===== src/rtl/serial_alu_ctrl.sv =====
// Bit-serial ALU controller: streams operands LSB-first through an external
// 1-bit slice and assembles the result, final carry/borrow and status flags.
module serial_alu_ctrl #(
  parameter int unsigned WIDTH = 8
) (
  input  logic             clk_i,
  input  logic             rst_n_i,
  input  logic             start_i,
  input  logic [2:0]       op_i,
  input  logic [WIDTH-1:0] a_i,
  input  logic [WIDTH-1:0] b_i,
  output logic             a_bit_o,
  output logic             b_bit_o,
  output logic             carry_o,
  output logic [2:0]       f_o,
  input  logic             result_bit_i,
  input  logic             carry_i,
  output logic             busy_o,
  output logic             done_o,
  output logic [WIDTH-1:0] result_o,
  output logic             carry_flag_o,
  output logic             zero_flag_o,
  output logic             error_o
);

  localparam int unsigned CNT_W = $clog2(WIDTH) + 1;

  localparam logic [1:0] S_IDLE = 2'd0;
  localparam logic [1:0] S_RUN  = 2'd1;
  localparam logic [1:0] S_DONE = 2'd2;

  localparam logic [2:0] OP_ADD = 3'b011;
  localparam logic [2:0] OP_SUB = 3'b100;

  logic [1:0]       state_q, state_d;
  logic [CNT_W-1:0] cnt_q, cnt_d;
  logic [WIDTH-1:0] a_sh_q, a_sh_d, b_sh_q, b_sh_d, res_sh_q, res_sh_d;
  logic             cy_q, cy_d;
  logic [2:0]       op_d;
  logic [WIDTH-1:0] result_d;
  logic             cflag_d, zflag_d, error_d;
  logic             busy_d, done_d, a_bit_d, b_bit_d, carry_d;

  // Next-state and next-output decode; every output is registered from here.
  always_comb begin
    state_d  = state_q;
    cnt_d    = cnt_q;
    a_sh_d   = a_sh_q;
    b_sh_d   = b_sh_q;
    res_sh_d = res_sh_q;
    cy_d     = cy_q;
    op_d     = f_o;
    result_d = result_o;
    cflag_d  = carry_flag_o;
    zflag_d  = zero_flag_o;
    error_d  = error_o;

    case (state_q)
      S_IDLE: begin
        if (start_i) begin
          if (op_i <= OP_SUB) begin
            a_sh_d   = a_i;
            b_sh_d   = b_i;
            op_d     = op_i;
            cnt_d    = '0;
            cy_d     = 1'b0;
            res_sh_d = '0;
            error_d  = 1'b0;
            state_d  = S_RUN;
          end else begin
            result_d = '0;
            error_d  = 1'b1;
            cflag_d  = 1'b0;
            zflag_d  = 1'b0;
            state_d  = S_DONE;
          end
        end
      end
      S_RUN: begin
        res_sh_d = {result_bit_i, res_sh_q[WIDTH-1:1]};
        a_sh_d   = a_sh_q >> 1;
        b_sh_d   = b_sh_q >> 1;
        cy_d     = carry_i;
        cnt_d    = cnt_q + CNT_W'(1);
        if (cnt_q == CNT_W'(WIDTH - 1)) begin
          result_d = res_sh_d;
          zflag_d  = (res_sh_d == '0);
          cflag_d  = ((f_o == OP_ADD) || (f_o == OP_SUB)) ? carry_i : 1'b0;
          state_d  = S_DONE;
        end
      end
      S_DONE:  state_d = S_IDLE;
      default: state_d = S_IDLE;
    endcase

    busy_d  = (state_d == S_RUN);
    done_d  = (state_d == S_DONE);
    a_bit_d = busy_d & a_sh_d[0];
    b_bit_d = busy_d & b_sh_d[0];
    carry_d = busy_d & cy_d;
  end

  always_ff @(posedge clk_i or negedge rst_n_i) begin
    if (!rst_n_i) begin
      state_q      <= S_IDLE;
      cnt_q        <= '0;
      a_sh_q       <= '0;
      b_sh_q       <= '0;
      res_sh_q     <= '0;
      cy_q         <= 1'b0;
      f_o          <= 3'b000;
      result_o     <= '0;
      carry_flag_o <= 1'b0;
      zero_flag_o  <= 1'b0;
      error_o      <= 1'b0;
      busy_o       <= 1'b0;
      done_o       <= 1'b0;
      a_bit_o      <= 1'b0;
      b_bit_o      <= 1'b0;
      carry_o      <= 1'b0;
    end else begin
      state_q      <= state_d;
      cnt_q        <= cnt_d;
      a_sh_q       <= a_sh_d;
      b_sh_q       <= b_sh_d;
      res_sh_q     <= res_sh_d;
      cy_q         <= cy_d;
      f_o          <= op_d;
      result_o     <= result_d;
      carry_flag_o <= cflag_d;
      zero_flag_o  <= zflag_d;
      error_o      <= error_d;
      busy_o       <= busy_d;
      done_o       <= done_d;
      a_bit_o      <= a_bit_d;
      b_bit_o      <= b_bit_d;
      carry_o      <= carry_d;
    end
  end

endmodule


===== config.mk =====
export PLATFORM = sky130hd
export DESIGN_NAME = serial_alu_ctrl
export DESIGN_NICKNAME = d
export VERILOG_FILES = /design/src/rtl/serial_alu_ctrl.sv
export SDC_FILE = /design/constraint.sdc
export NUM_CORES = 1
export LEC_CHECK = 0
export CAP_MARGIN = 20
export CORE_MARGIN = 1
export CORE_UTILIZATION = 45
export CTS_CLUSTER_DIAMETER = 30
export DETAILED_ROUTE_END_ITERATION = 6
export PLACE_DENSITY = 0.82
export SETUP_SLACK_MARGIN = 0.3
export SLEW_MARGIN = 0
export SYNTH_ARGS = -nofsm -noshare
export SYNTH_HDL_FRONTEND = slang
export SYNTH_SLANG_ARGS = --single-unit

===== constraint.sdc =====
create_clock -name clk_i -period 1.55 [get_ports clk_i]
set_input_delay 0.155 -clock clk_i [delete_from_list [all_inputs] [get_ports clk_i]]
set_output_delay 0.155 -clock clk_i [all_outputs]
set_load 0.01 [all_outputs]

-- After elaboration in Yosys (flattened, before gate mapping)
Index checks and enable logic that the tools add are counted.
- bits in registers: 50
- input port bits: 24
- output and inout port bits: 19
- add/sub/neg operators: 1
- reductions and logical operators: 8
- mux-type cells: 31
- $lt $le $gt $ge: 1
- bitwise logic cells: 3
- equality and inequality tests: 10
- operator list (kind ; number):
    2-to-1 mux 8 bit ; 9
    case mux 8 bit (2 select lines) ; 4
    zero test 8 bit ; 1
    2-to-1 mux 1 bit ; 8
    2-to-1 mux 4 bit ; 2
    != test 2 bit, second input constant ; 4
    case mux 4 bit (2 select lines) ; 1
    2-to-1 mux 2 bit ; 3
    case mux 1 bit (2 select lines) ; 3
    AND reduction 3 bit ; 2
    adder 4 x 1 -> 4 bit, second input constant ; 1
    == test 2 x 1 -> 1 bit, second input constant ; 2
    == test 4 x 3 -> 1 bit, second input constant ; 1
    case mux 2 bit (2 select lines) ; 1
    AND reduction 4 bit ; 1
    AND 1 bit ; 3
    == test 3 x 2 -> 1 bit, second input constant ; 1
    == test 3 bit, second input constant ; 1
    less-or-equal comparator 3 bit, second input constant ; 1
    == test 2 bit, second input constant ; 1
    zero test 2 bit ; 1
    AND reduction 2 bit ; 1
    nonzero test 2 bit ; 1
    logical OR 1 bit ; 1

-- Logic depth before layout (Yosys ltp)
Gate-level depths: netlist of run 1.
- depth after elaboration: 6
- gate-level depth with buffers: 5
- depth with buffers taken out: 4

-- Worst setup path after synthesis of run 1
No wires, ideal clock.
- path type: register -> register
- from: register state_q[1]
- to: register result_o[0]
- required time: 1.429 ns
- buffers on the path: 1
- arrival time: 1.337 ns
- cell stages (with the launch flop): 5
- path slack: 0.092 ns
- path through: dfrtp_1 > or3b_4 > o22a_4 > buf_6 > a22o_1
- word-level cells in the longest chain between the ends: 3
- RTL lines (element ; RTL line ; text):
    start: declaration ; 35 ; logic [1:0] state_q, state_d;
    start signal: assignment ; 122 ; state_q <= state_d;
    == test 2 x 1 -> 1 bit / zero test 2 bit (equally long branches) ; 58 ; case (state_q)
    != test 2 bit (no line) / nonzero test 2 bit (equally long branches) ; n/a ;
    AND reduction 4 bit (no line) ; n/a ;
    end signal: assignment ; 129 ; result_o <= result_d;
    end: declaration ; 20 ; output logic [WIDTH-1:0] result_o,
Parallel ways exist; a longest one is shown, timed or not.
A chain may end at the register's enable or synchronous reset.

-- Final worst setup path of run 1
- from: register state_q[1]
- to: register zero_flag_o
- word-level cells in the longest chain between the ends: 3
- RTL lines (element ; RTL line ; text):
    == test 2 x 1 -> 1 bit / zero test 2 bit (equally long branches) ; 58 ;
    != test 2 bit (no line) / nonzero test 2 bit (equally long branches) ; n/a ;
    AND reduction 4 bit (no line) ; n/a ;
    end signal: assignment ; 131 ; zero_flag_o <= zflag_d;
    end: declaration ; 22 ; output logic zero_flag_o,
Parallel ways exist; a longest one is shown, timed or not.

==> reports/qor.csv, run 1 <==
stage,metric,value,unit
run_status,outcome,"complete, no violations",
placed_design,Post-Place Setup Slack,-0.447,ns
pwr,Pleak,1.49,nW
global_routing,global routing usage on met1,30.0,%
timing,Final Hold Viols,0,
pwr,peak supply drop,0.000951,V
cells_and_area,fin area,3090,um^2
global_routing,met3 Resource Use GR,5.19,%
cells_and_area,Final Net Count,261,
worst_setup_path,CP startpoint kind,register,
timing,final worst slack,0.0688,ns
clock_network,clk slew on worst S/H paths,0.09,ns
pwr,power density of the placed cells,1820,nW/um^2
detailed_routing,drt via density,5.85,
cells_and_area,FF/Latch Area,1200,um^2
clock_network,CTS buffer count,5,
cells_and_area,Multi-input gate area,916,um^2
worst_setup_path,Worst Setup End Kind,register,
worst_setup_path,R2R Path Start,state_q[1],
cells_and_area,antenna cell count,0,
logic_synthesis,#FFs+latches synth,48,
clock_network,CTS tree,yes,
worst_setup_path,Worst EP arrival,1.69,ns
global_routing,first-pass GRT wire length,8.62,mm
cells_and_area,layout cell share with drive strength beyond 1,31.2,%
detailed_routing,detailed-route DRC error count,0,
timing,Max Fclk,675,MHz
worst_setup_path,Crit path max-delay family,compound AO/OA/AOI/OAI gates,
cells_and_area,Final Core Density,70.5,%
cells_and_area,area grow syn2layout,49.0,%
detailed_routing,Total Routed Length,5.45,mm
logic_synthesis,post-synthesis sequential area ratio,57.9,%
die,die height,69.9,um
worst_setup_path,CP max FO,6,
hold_path,Hold WC Path Type,in -> async,
flow_run,max_cap viols,0,
clock_network,htree depth,2,
detailed_routing,drt first pass iters,4,
logic_synthesis,post-synthesis cell area,2070,um^2
clock_network,TritonCTS Sinks,48,
worst_setup_path,CP bufs+invs,0,
logic_synthesis,Cells after Synth,160,
worst_setup_path,crit path cell chain,"or3b_4, o22a_4, a32o_1",
worst_setup_path,"slowest stage delay, CP",0.46,ns
worst_setup_path,CP Launch Point,state_q[1],
die,Initial Util,47.3,%
die,Core Rows,24,
timing,worst hold margin,0.326,ns
logic_synthesis,YS warnings,0,
placed_design,I/O Buffers,42,
die,core area,4380,um^2
global_routing,met2 Resource Use GR,37.9,%
detailed_routing,drt initial violations,134,
timing,relative slew slack,70.3,%
cells_and_area,# fillers,316,
timing,Slew @ Worst Pin,0.446,ns
die,IO Count,43,
timing,skew final,0.00743,ns
clock_network,clock latency at the later pin of the worst-skew pair,0.31,ns
logic_synthesis,syn_area_per_cell,13.0,um^2
detailed_routing,routed via count,1690,
placed_design,area post-placement,2720,um^2
worst_setup_path,CP Class,reg -> reg,
global_routing,largest net degree at the start of global routing,32,
global_routing,initial antenna violation count,0,
global_routing,vias in the first global route,1757,
placed_design,GPL Wtd Cong,0.731,
timing,Final Slew Violations,0,
worst_setup_path,slowest CP cell,dfrtp_2,
global_routing,Global Route Usage Sum,22.9,%
timing,unrepaired setup endpoints after global routing,yes,
pwr,total chip power,5.64,mW
detailed_routing,routed len/inst,18.9,um
timing,final setup fails,0,
global_routing,gr busiest metal,met2,
die,die area,4890,um^2
logic_synthesis,synth unique cells,37,
timing,Tcrit/Tclk final,95.6,%
placed_design,Post-DP HPWL,3.08,mm
logic_synthesis,Synth Net Count,185,
detailed_routing,number of antenna-violating nets in the routed design,0,
timing,min Tclk post-route,1.48,ns
die,Die X,69.9,um
clock_network,CTS root buffer,clkbuf_8,
global_routing,GR Overflow Total,0,
clock_network,Max Root-Sink Buffers,2,
worst_setup_path,WP data required,1.75,ns
==> synthesized netlist by cell type <==
cell | instances | area share [%]
a211o_1 | 1 | 0.42
a21oi_1 | 1 | 0.24
a221o_1 | 12 | 5.8
a22o_1 | 32 | 14
a32o_1 | 3 | 1.4
and2_1 | 2 | 0.60
and3_1 | 1 | 0.30
buf_2 | 7 | 1.7
buf_4 | 1 | 0.36
buf_6 | 1 | 0.54
clkbuf_1 | 2 | 0.36
dfrtp_1 | 48 | 58
ha_1 | 1 | 0.60
inv_1 | 5 | 0.90
mux2_2 | 5 | 2.7
nand2_1 | 6 | 1.1
nand2b_1 | 2 | 0.60
nand3_1 | 1 | 0.24
nand3b_1 | 1 | 0.36
nand4_1 | 2 | 0.60
nor2_1 | 3 | 0.54
nor2_2 | 1 | 0.30
nor2b_1 | 2 | 0.60
nor3b_2 | 2 | 1.2
nor4_1 | 2 | 0.60
nor4b_1 | 2 | 0.84
o21a_1 | 1 | 0.36
o21ai_0 | 3 | 0.72
o21ai_2 | 1 | 0.42
o22a_1 | 1 | 0.42
o22a_4 | 1 | 0.84
o22ai_1 | 1 | 0.30
o311ai_0 | 2 | 0.84
o31ai_1 | 1 | 0.36
o32a_1 | 1 | 0.48
or2_1 | 1 | 0.30
or3b_4 | 1 | 0.54
==> worst paths after layout <==
kind	end	slack (ns)	cells past startpoint
setup / recovery	zero_flag_o	0.07	3
hold / removal	b_sh_q[3]	0.33	2
setup reg to reg	zero_flag_o	0.07	3
hold reg to reg	result_o[5]	0.50	1
max in group asynchronous	state_q[1]	0.71	3
min in group clk_i	f_o[1]	0.38	3
==> worst reg2reg max path, cell delays in order, from the launching register on <==
cell     delay (ns)
dfrtp_2        0.46
or3b_4         0.44
o22a_4         0.27
a32o_1         0.21
==> repair_timing <==
| item | in CTS | in global routing |
|---|---|---|
| hold buffers | 1 | 0 |
| hold endpoints to repair | 17 | 0 |
| endpoints found under the setup margin | 66 | 49 |
| gates resized for setup | 50 | 17 |
| buffers inserted | 11 | 0 |
| pin swaps | 9 | 11 |
| gates cloned | 2 | 0 |
==> state kept, by name (all words and copies together), names as in the netlist <==
register and flops:
a_bit_o 1, a_sh_q 7, b_bit_o 1, b_sh_q 8
busy_o 1, carry_flag_o 1, carry_o 1, cnt_q 4
cy_q 1, done_o 1, error_o 1, f_o 3
res_sh_q 7, result_o 8, state_q 2, zero_flag_o 1
==> metrics by stage <==
stage | instances | TNS [ns]
detailed placement | 267 | -10.19
global route | 289 | 0
finish | 289 | 0
global placement | 267 | -9.05
CTS | 289 | 0
floorplan | 160 | 0
==> cell usage in the layout, fill, tap and decap left out, types with 2 or more instances in the layout <==
master           count
buf_8                2
nor3b_2              2
buf_6               10
buf_4               19
o21ai_0              2
mux2_2               3
nor4_1               2
a32o_1               3
nor2_4               2
inv_1                2
buf_12               4
clkinv_4             2
o22a_4               2
dfrtp_2              2
o311ai_2             2
inv_2                3
a22o_1              32
dlygate4sd2_1       22
nand2_1              5
a221o_1             12
buf_2                2
clkbuf_8             5
mux2_4               2
nor2_1               2
clkdlybuf4s50_1     18
nand4_1              2
dfrtp_1             46
==> routing by layer <==
metal  vias up  part of all wire, %  routed length (um)
met2        58                   49                2670
li1        788                    -                   -
met1       835                   44                2410
met3         9                  5.1                 280
met5         -                    0                   0
met4         0                  1.7                  93
==> kinds of logic (layout without fill, tap and decap cells) <==
logic type / count (synthesis) / in the layout / synth area share, %
AOI/OAI and AO/OA: 61 / 62 / 26.2
DFF: 48 / 48 / 57.9
and+or+nand+nor: 29 / 29 / 8.75
buffers and inverters: 16 / 92 / 3.86
muxes: 5 / 5 / 2.71
adders and majority gates: 1 / 1 / 0.603
==> report_power, final <==
part	internal (mW)	switching, mW
Clock	0.486	0.431
Sequential	1.73	0.393
Combinational	1.49	1.10
Total	3.71	1.92
==> final cells by class <==
class | count | area share [%]
multi-input combinational | 97 | 29.6
tap | 52 | 2.11
sequential | 48 | 38.9
clock inverter | 3 | 1.54
timing repair buffer | 79 | 24.9
inverter | 5 | 0.607
clock buffer | 5 | 2.23
(Power assumes the default switching activity.)
==> inputs of run 2 (changes only) <==
CAP_MARGIN = not set   (was 20)
CORE_UTILIZATION = 40   (was 45)
PLACE_DENSITY = 0.75   (was 0.82)
==> run 2 against run 1 <==
Compared with the run above:
- hold slack improved by 0.044 ns
- first-iteration DRC count rose by 12%
- sequential power barely moved
- critical path depth did not move
- cell area fell by 0.16%
- global-route usage fell by 1.9 points
- highest routed layer unchanged
==> reports/qor.csv, run 2 (synthesis results as in run 1) <==
stage,metric,value,unit,change
worst_setup_path,worst r2r path cells,3,,unchanged
clock_network,Max Root-Sink Buffers,2,,unchanged
cells_and_area,layout cell share with drive strength beyond 1,29.8,%,was 31.2%
pwr,total chip power,5.38,mW,was 5.64 mW
worst_setup_path,slowest CP cell,dfrtp_2,,unchanged
cells_and_area,area grow syn2layout,48.7,%,was 49.0%
timing,unrepaired setup endpoints after global routing,yes,,unchanged
pwr,Pleak,1.48,nW,was 1.49 nW
worst_setup_path,CP bufs+invs,0,,unchanged
die,die area,5480,um^2,was 4890 um^2
global_routing,largest net degree at the start of global routing,49,,was 32
die,die height,74.0,um,was 69.9 um
clock_network,clock latency at the later pin of the worst-skew pair,0.31,ns,about the same
cells_and_area,most frequent cells in the layout,"dfrtp_1 (46), a22o_1 (32), dlygate4sd2_1 (21), buf_4 (20), clkdlybuf4s50_1 (19)",,"was dfrtp_1 (46), a22o_1 (32), dlygate4sd2_1 (22), buf_4 (19), clkdlybuf4s50_1 (18)"
worst_setup_path,Worst EP arrival,1.67,ns,was 1.69 ns
flow_run,max_cap viols,0,,unchanged
die,Initial Util,42.8,%,was 47.3%
cells_and_area,"commonest non-fill, non-tap cell in the layout",dfrtp_1,,unchanged
die,Die X,74.0,um,was 69.9 um
cells_and_area,biggest regs,"b_sh_q: 8 flops, result_o: 8 flops",,unchanged
worst_setup_path,Critical Path Sink,result_o[3],,was zero_flag_o
global_routing,initial antenna violation count,0,,unchanged
timing,Final Slew Violations,0,,unchanged
cells_and_area,fin area,3090,um^2,about the same
timing,relative slew slack,73.6,%,was 70.3%
hold_path,Hold WC Path Type,in -> async,,unchanged
placed_design,GPL Wtd Cong,0.777,,was 0.731
detailed_routing,drt first pass iters,4,,unchanged
worst_setup_path,CP Launch Point,state_q[0],,was state_q[1]
timing,Max Fclk,676,MHz,was 675 MHz
detailed_routing,drt initial violations,150,,was 134
timing,Tcrit/Tclk final,95.5,%,was 95.6%
timing,min Tclk post-route,1.48,ns,about the same
worst_setup_path,CP startpoint kind,register,,unchanged
clock_network,clk slew on worst S/H paths,0.09,ns,about the same
worst_setup_path,CP Class,reg -> reg,,unchanged
worst_setup_path,CP max FO,6,,unchanged
placed_design,Post-Place Setup Slack,-0.384,ns,was -0.447 ns
worst_setup_path,"slowest stage delay, CP",0.46,ns,about the same
detailed_routing,number of antenna-violating nets in the routed design,0,,unchanged
worst_setup_path,crit path cell chain,"or3b_4, o22a_2, a22o_1",,"was or3b_4, o22a_4, a32o_1"
clock_network,htree depth,2,,unchanged
run_status,outcome,"complete, no violations",,unchanged
clock_network,CTS tree,yes,,unchanged
timing,Final Hold Viols,0,,unchanged
worst_setup_path,WP data required,1.74,ns,was 1.75 ns
global_routing,vias in the first global route,1750,,was 1757
placed_design,area post-placement,2730,um^2,was 2720 um^2
timing,final worst slack,0.0700,ns,was 0.0688 ns
detailed_routing,Total Routed Length,5.15,mm,was 5.45 mm
cells_and_area,antenna cell count,0,,unchanged
die,core area,4850,um^2,was 4380 um^2
global_routing,Global Route Usage Sum,21.0,%,was 22.9%
clock_network,CTS root buffer,clkbuf_8,,unchanged
pwr,peak supply drop,0.000796,V,was 0.000951 V
worst_setup_path,R2R Path Start,state_q[0],,was state_q[1]
timing,worst hold margin,0.370,ns,was 0.326 ns
worst_setup_path,RR Endpoint,result_o[3],,was zero_flag_o
cells_and_area,Final Net Count,263,,was 261
pwr,power density of the placed cells,1740,nW/um^2,was 1820 nW/um^2
detailed_routing,routed len/inst,16.9,um,was 18.9 um
worst_setup_path,Crit path max-delay family,compound AO/OA/AOI/OAI gates,,unchanged
clock_network,CTS buffer count,5,,unchanged
global_routing,GR Overflow Total,0,,unchanged
placed_design,Post-DP HPWL,3.08,mm,about the same
worst_setup_path,Worst Setup End Kind,register,,unchanged
worst_setup_path,R2R Setup Slk,0.07,ns,about the same
detailed_routing,detailed-route DRC error count,0,,unchanged
worst_setup_path,Stages on worst setup path,3,,unchanged
die,IO Count,43,,unchanged
detailed_routing,routed via count,1695,,was 1690
timing,final setup fails,0,,unchanged
timing,skew final,0.00959,ns,was 0.00743 ns
clock_network,TritonCTS Sinks,48,,unchanged
die,Core Rows,25,,was 24
global_routing,first-pass GRT wire length,8.55,mm,was 8.62 mm
detailed_routing,drt via density,5.56,,was 5.85
timing,Slew @ Worst Pin,0.396,ns,was 0.446 ns
placed_design,I/O Buffers,42,,unchanged
==> run 2: cell count changes in the layout (fill, tap and decap cells not counted), sizes merged <==
cell,change
buf,+2
dlygate4sd2,-1
bufinv,-1
clkinv,-1
clkinvlp,+1
clkdlybuf4s50,+1
==> run 2: area by class of cell <==
class	count	area, um^2
Fill cell	367	1760
Inverter	5	21.3
Sequential cell	48	1200
Clock buffer	5	68.8
Tap cell	67	83.8
Multi-Input combinational cell	97	895
Timing Repair Buffer	81	801
Clock inverter	2	12.5
==> run 2: layer usage <==
| metal | wire length (um) | GRT usage (%) | up-vias |
|---|---|---|---|
| met5 | 0 | 0 | - |
| met4 | 43 | 4.70 | 0 |
| met3 | 403 | 6.78 | 8 |
| met1 | 2270 | 26.9 | 833 |
| met2 | 2440 | 35.1 | 68 |
| li1 | - | - | 786 |
==> run 2: timing repair <==
action / CTS / global route
endpoints found under the setup margin: 64 / 49
hold endpoints to repair: 48 / 0
resized for setup: 53 / 16
pin swaps: 6 / 7
hold buffers: 1 / 0
gates cloned: 4 / 0
setup buffers: 8 / 3
==> run 2: worst reg2reg max path, stage by stage, from the launching register on <==
cell and delay [ns]:
dfrtp_2 0.46, or3b_4 0.43, o22a_2 0.30, a22o_1 0.19
==> run 2: report_power, final <==
part / switching [mW] / leakage [nW] / internal [mW]
Sequential: 0.378 / 0.624 / 1.73
Clock: 0.410 / 0.0400 / 0.306
Combinational: 1.05 / 0.814 / 1.49
==> run 2: worst min path at each step <==
stage | end | start | slack [ns] | cells past startpoint
final | a_sh_q[3] | rst_n_i | 0.37 | 3
after global routing | f_o[0] | op_i[0] | 0.38 | 3
after CTS | f_o[1] | op_i[1] | 0.37 | 3
after detailed placement | b_bit_o | rst_n_i | 0.16 | 2
after global placement | b_sh_q[1] | rst_n_i | 0.16 | 2
after floorplan | a_bit_o | rst_n_i | -0.14 | 0
==> run 2: per-stage QoR <==
stage / setup TNS [ns] / util (%) / cells
global route: 0 / 63.6 / 305
CTS: 0 / 62.4 / 302
finish: 0 / 63.6 / 305
detailed placement: -9.70 / 56.2 / 282
floorplan: 0 / - / 160
global placement: -9.09 / 56.2 / 282
